[config.mk]
export PLATFORM = sky130hd
export DESIGN_NAME = clint_lite
export DESIGN_NICKNAME = d
export VERILOG_FILES = /design/src/rtl/clint_lite.sv
export SDC_FILE = /design/constraint.sdc
export NUM_CORES = 1
export LEC_CHECK = 0
export ABC_CLOCK_PERIOD_IN_PS = 14000
export CAP_MARGIN = 0
export CORE_AREA = 4 4 201 203
export DETAILED_ROUTE_END_ITERATION = 10
export DIE_AREA = 0 0 205 207
export GPL_TIMING_DRIVEN = 1
export PLACE_DENSITY_LB_ADDON = 0.1
export RECOVER_POWER = 100
export SLEW_MARGIN = 10
export SYNTH_ARGS = -nofsm -noshare
export SYNTH_HDL_FRONTEND = slang
export SYNTH_SLANG_ARGS = --single-unit
[constraint.sdc]
create_clock -name CLK -period 14 [get_ports CLK]
set_input_delay 1.4 -clock CLK [delete_from_list [all_inputs] [get_ports CLK]]
set_output_delay 1.4 -clock CLK [all_outputs]
set_load 0.02 [all_outputs]
[src/rtl/clint_lite.sv]
// Lightweight core-local interruptor: msip, mtime and mtimecmp behind a
// simple two-state generic-bus slave, plus a prescaled 64-bit timer.
module clint_lite #(
  parameter logic [31:0] BASE_ADDR = 32'h0200_0000,
  parameter int unsigned PRESCALE  = 1
) (
  input  logic        CLK,
  input  logic        nRST,
  input  logic [31:0] addr,
  input  logic [31:0] wdata,
  input  logic        ren,
  input  logic        wen,
  input  logic [3:0]  byte_en,
  output logic [31:0] rdata,
  output logic        busy,
  output logic        timer_int,
  output logic        soft_int
);

  localparam int unsigned DW = 32;
  localparam int unsigned PW = 16;
  localparam int unsigned TW = 64;

  localparam logic [15:0] OFF_MSIP    = 16'h0000;
  localparam logic [15:0] OFF_CMP_LO  = 16'h4000;
  localparam logic [15:0] OFF_CMP_HI  = 16'h4004;
  localparam logic [15:0] OFF_TIME_LO = 16'hBFF8;
  localparam logic [15:0] OFF_TIME_HI = 16'hBFFC;

  localparam logic [PW-1:0] PRESCALE_MAX = PW'(PRESCALE - 1);

  localparam logic [0:0] IDLE = 1'b0;
  localparam logic [0:0] ACK  = 1'b1;

  logic [0:0]    state;
  logic [0:0]    state_next;
  logic          accept;

  logic          req_hit;
  logic [15:0]   req_off;
  logic [DW-1:0] req_wdata;
  logic [3:0]    req_be;
  logic          req_write;

  logic [PW-1:0] presc;
  logic          tick;
  logic [TW-1:0] mtime;
  logic [TW-1:0] mtimecmp;
  logic          msip;

  logic          addr_hit;
  logic [DW-1:0] rd_val;
  logic          commit;

  // Replace only the byte lanes selected by be.
  function automatic logic [DW-1:0] merge(input logic [DW-1:0] old_val,
                                          input logic [DW-1:0] new_val,
                                          input logic [3:0]    be);
    logic [DW-1:0] res;
    res = old_val;
    for (int i = 0; i < 4; i++) begin
      if (be[i]) res[8*i +: 8] = new_val[8*i +: 8];
    end
    return res;
  endfunction

  assign addr_hit = (addr[31:16] == BASE_ADDR[31:16]);
  assign tick     = (presc == PRESCALE_MAX);
  assign commit   = (state == ACK) && req_write && req_hit;
  assign soft_int = msip;

  // Bus FSM next state: accept in IDLE, always leave ACK after one cycle.
  always_comb begin
    state_next = state;
    accept     = 1'b0;
    case (state)
      IDLE: begin
        if (ren || wen) begin
          state_next = ACK;
          accept     = 1'b1;
        end
      end
      ACK:     state_next = IDLE;
      default: state_next = IDLE;
    endcase
  end

  // Read mux over the live address, sampled in the acceptance cycle.
  always_comb begin
    rd_val = '0;
    if (addr_hit) begin
      case (addr[15:0])
        OFF_MSIP:    rd_val = {31'b0, msip};
        OFF_CMP_LO:  rd_val = mtimecmp[31:0];
        OFF_CMP_HI:  rd_val = mtimecmp[63:32];
        OFF_TIME_LO: rd_val = mtime[31:0];
        OFF_TIME_HI: rd_val = mtime[63:32];
        default:     rd_val = '0;
      endcase
    end
  end

  // Bus state, request latch, read data and wait signal.
  always_ff @(posedge CLK or posedge nRST) begin
    if (nRST) begin
      state     <= IDLE;
      req_hit   <= 1'b0;
      req_off   <= '0;
      req_wdata <= '0;
      req_be    <= '0;
      req_write <= 1'b0;
      rdata     <= '0;
      busy      <= 1'b1;
    end else begin
      state <= state_next;
      busy  <= (state_next != ACK);
      if (accept) begin
        req_hit   <= addr_hit;
        req_off   <= addr[15:0];
        req_wdata <= wdata;
        req_be    <= byte_en;
        req_write <= wen;
        rdata     <= wen ? '0 : rd_val;
      end
    end
  end

  // Prescaler: free-running, unaffected by mtime writes.
  always_ff @(posedge CLK or posedge nRST) begin
    if (nRST) presc <= '0;
    else      presc <= tick ? '0 : presc + PW'(1);
  end

  // mtime: a committed write suppresses that cycle's increment.
  always_ff @(posedge CLK or posedge nRST) begin
    if (nRST) begin
      mtime <= '0;
    end else if (commit && (req_off == OFF_TIME_LO)) begin
      mtime[31:0] <= merge(mtime[31:0], req_wdata, req_be);
    end else if (commit && (req_off == OFF_TIME_HI)) begin
      mtime[63:32] <= merge(mtime[63:32], req_wdata, req_be);
    end else if (tick) begin
      mtime <= mtime + TW'(1);
    end
  end

  // mtimecmp and msip software-writable registers.
  always_ff @(posedge CLK or posedge nRST) begin
    if (nRST) begin
      mtimecmp <= '1;
      msip     <= 1'b0;
    end else if (commit) begin
      case (req_off)
        OFF_CMP_LO: mtimecmp[31:0]  <= merge(mtimecmp[31:0], req_wdata, req_be);
        OFF_CMP_HI: mtimecmp[63:32] <= merge(mtimecmp[63:32], req_wdata, req_be);
        OFF_MSIP:   if (req_be[0]) msip <= req_wdata[0];
        default:    ;
      endcase
    end
  end

  // Timer interrupt reflects the previous cycle's compare.
  always_ff @(posedge CLK or posedge nRST) begin
    if (nRST) timer_int <= 1'b0;
    else      timer_int <= (mtime >= mtimecmp);
  end

endmodule

==> flow_summary.toml <==
[status]
status = "finished with violations"
violations = "max-capacitance violations, max-slew violations"

[worst_setup_path]
arrival_ns = 7.25
crit_type = "in -> async"
start_kind = "primary input"
required_ns = 13.91
critPathCaptureType = "asynchronous set/reset pin"
cp_max_fo = 107

[synth]
synth-edff-count = 0
ys_seq_area_share_pct = 44.3
ys_warn_count = 0
yosysTopAreaCellShare_pct = 31.6
ys_ff_latch = 234
synth_ff_type = "dfrtp_1"
synthTopCellsByArea = "dfrtp_1 32%, dfstp_2 13%, nand2_1 7.4%, ha_1 6.3%, mux2_2 5.5%"
yosysTopAreaCell = "dfrtp_1"
synth_fp_nets = 1587
synth.most_common_cell = "nand2_1"
synth.cell_area_um2 = 13400
ys_types = 67
synth_commonest_cells = "264 x nand2_1, 169 x dfrtp_1, 145 x a21oi_1, 106 x o21ai_0, 77 x inv_1"
syn_inst = 1448
avgSynthCellArea_um2 = 9.26
synth_async_sr_flop_share_pct = 100

[cts]
clockBufferDepth = 3
hold_buffers = 0
ctsResizeCount = 0
cts_tree = "built"
cts_buffers = 29
clkLatencyLatePin_ns = 0.56
cts_root_buf = "clkbuf_16"
clock-sinks = 234
cts_setup_buffers = 0
h-tree-depth = 1
clk_pin_slew_worst_paths_ns = 0.06

[cells_and_area]
drive_gt1_share_pct = 13.7
syn2layout_area_growth_pct = 16.9
layoutNonFillerInstCount = 2060
fin_nets = 1660
multi_input_area_um2 = 6710
fill_cells = 3846
n_antenna_cell = 0
seq_area_um2 = 5940

[pwr]
p_sw_w = 0.000411
swShare_pct = 25.5
clkPwrFrac_pct = 47.5
p_int_w = 0.00120
totalPowerFinal_w = 0.00161
seqPwrFrac_pct = 46.7
peakVddDrop_v = 0.0000799
pwr-share-comb_pct = 5.9
powerDensity_nw_per_um2 = 103
p_leak_nw = 6.85

[global_routing]
grt_use_met3_pct = 2.67
grt_pass1_vias = 11200
overflow = 0
grt_max_degree = 108
track_usage_pct = 19.4
grt.met2_usage_pct = 31.6
use_met1_pct = 27.3
busiest_layer = "met2"
grt_pass1_wl_um = 65900
antenna_found_initial = 0

[drt]
routedWlPerCell_um = 20.5
drt_iter0_drc = 787
totalWireLength_um = 42300
avgViaCountPerCell = 5.51
firstDrtPassIters = 5
antenna_left = 0
drc_errors = 0
vias = 11400

[floorplan]
io_pins = 107
initial_core_util_pct = 34.8
die_y_um = 207
rows = 72
dieWidth_um = 205
fp.coreArea_um2 = 38500
die_area_um2 = 42400

[place]
dp_hpwl_um = 29700
gp_congestion = 0.831
place_inst = 2008
numPortBuffers = 106

[sta]
tightestPinTransition_ns = 4.81
slew_viol_final = 360
skew_ns = 0.0116
hold_violations = 0
final.period_utilization_pct = 52.5
period_minus_slack_ns = 7.35
final.setup.tns_ns = 0
max-slew-margin-rel_pct = -223
setup_viol = 0
rsz0062_at_grt = "no"
fmax_ghz = 0.136

[job]
max-cap-violations = 7

[worst_hold_path]
worstHoldPathType = "reg -> reg"
[final cells by class]
cell class / instances / share of cell area (%)
repair buffers: 116 / 7.12
flip-flops and latches: 234 / 37.9
well taps: 518 / 4.14
clock inverters: 14 / 0.974
clock buffers: 38 / 5.17
inverters: 78 / 1.88
multi-input cells: 1062 / 42.8
[kinds of logic (layout without fill, tap and decap cells)]
| logic type | Yosys count | in the layout | synth area share [%] |
|---|---|---|---|
| simple gates | 515 | 515 | 18.8 |
| compound gates | 374 | 374 | 16.9 |
| flops | 234 | 234 | 44.3 |
| buf+inv | 152 | 246 | 4.38 |
| mux | 92 | 92 | 8.38 |
| fa+ha+maj | 67 | 67 | 6.25 |
| xor+xnor | 14 | 14 | 0.915 |
[worst paths after layout]
check / startpoint / endpoint / slack (ns) / cells past startpoint
worst max-delay path: nRST / rdata[25]$_DFFE_PP0P_ / 6.65 / 3
worst min-delay path: presc[15]$_DFF_PP0_ / presc[15]$_DFF_PP0_ / 0.47 / 1
worst max register to register: state$_DFF_PP0_ / rdata[31]$_DFFE_PP0P_ / 7.88 / 8
worst min register to register: presc[15]$_DFF_PP0_ / presc[15]$_DFF_PP0_ / 0.47 / 1
max in group CLK: wen / rdata[31]$_DFFE_PP0P_ / 6.74 / 10
min in group asynchronous: nRST / state$_DFF_PP0_ / 2.78 / 2
[metal layers]
layer,routed length [um],vias to the layer above
met5,0,-
met3,1870,56
met2,20000,243
met4,887,0
li1,-,5406
met1,19600,5647
[power groups by stage]
stage | combinational (W) | clock (W) | sequential (W)
after global placement | 0.0000963 | 0 | 0.000768
final | 0.0000948 | 0.000765 | 0.000753
after floorplan | 0.0000633 | 0 | 0.000738
after global routing | 0.000108 | 0.000808 | 0.000757
after detailed placement | 0.0000974 | 0 | 0.000768
after CTS | 0.0000977 | 0.000785 | 0.000757
[cell usage in the layout (no fill, tap or decap), types with 14 or more instances in the layout]
cell,count
inv_1,76
nand2_1,271
nor3_1,17
dfrtp_1,169
o21ai_0,106
nor4_1,17
ha_1,67
a21o_1,17
dlygate4sd3_1,37
nor2_1,46
clkdlybuf4s50_1,68
and3_1,14
nand3_1,55
nand4_1,45
mux2_1,20
a21oi_1,145
a222oi_1,32
dfstp_2,64
clkbuf_16,29
o22ai_1,21
mux2_2,66
[registers in the layout, indices dropped and copies added, names as in the netlist]
register,cells
mtime,64
mtimecmp,64
rdata,32
req_wdata,32
presc,16
req_off,16
req_be,4
busy,1
req_hit,1
req_write,1
soft_int,1
state,1
timer_int,1
[worst max-delay path, stage by stage]
cell	delay, ns
dlygate4sd3_1	0.55
clkinvlp_2	2.67
clkbuf_1	2.52
[per-stage QoR]
step           area (um^2)  worst slack [ns]  utilization [%]  hold slack, ns
2_1_floorplan        13400              6.29                -           0.443
3_3_place_gp         14900              9.67             38.8           0.462
3_5_place_dp         14900              9.60             38.8           0.470
4_1_cts              15900             10.22             41.3           0.477
5_1_grt              15700              5.35             40.7           0.492
6_report             15700              6.65             40.7           0.470
No activity file was read; power rests on OpenSTA's default activity.
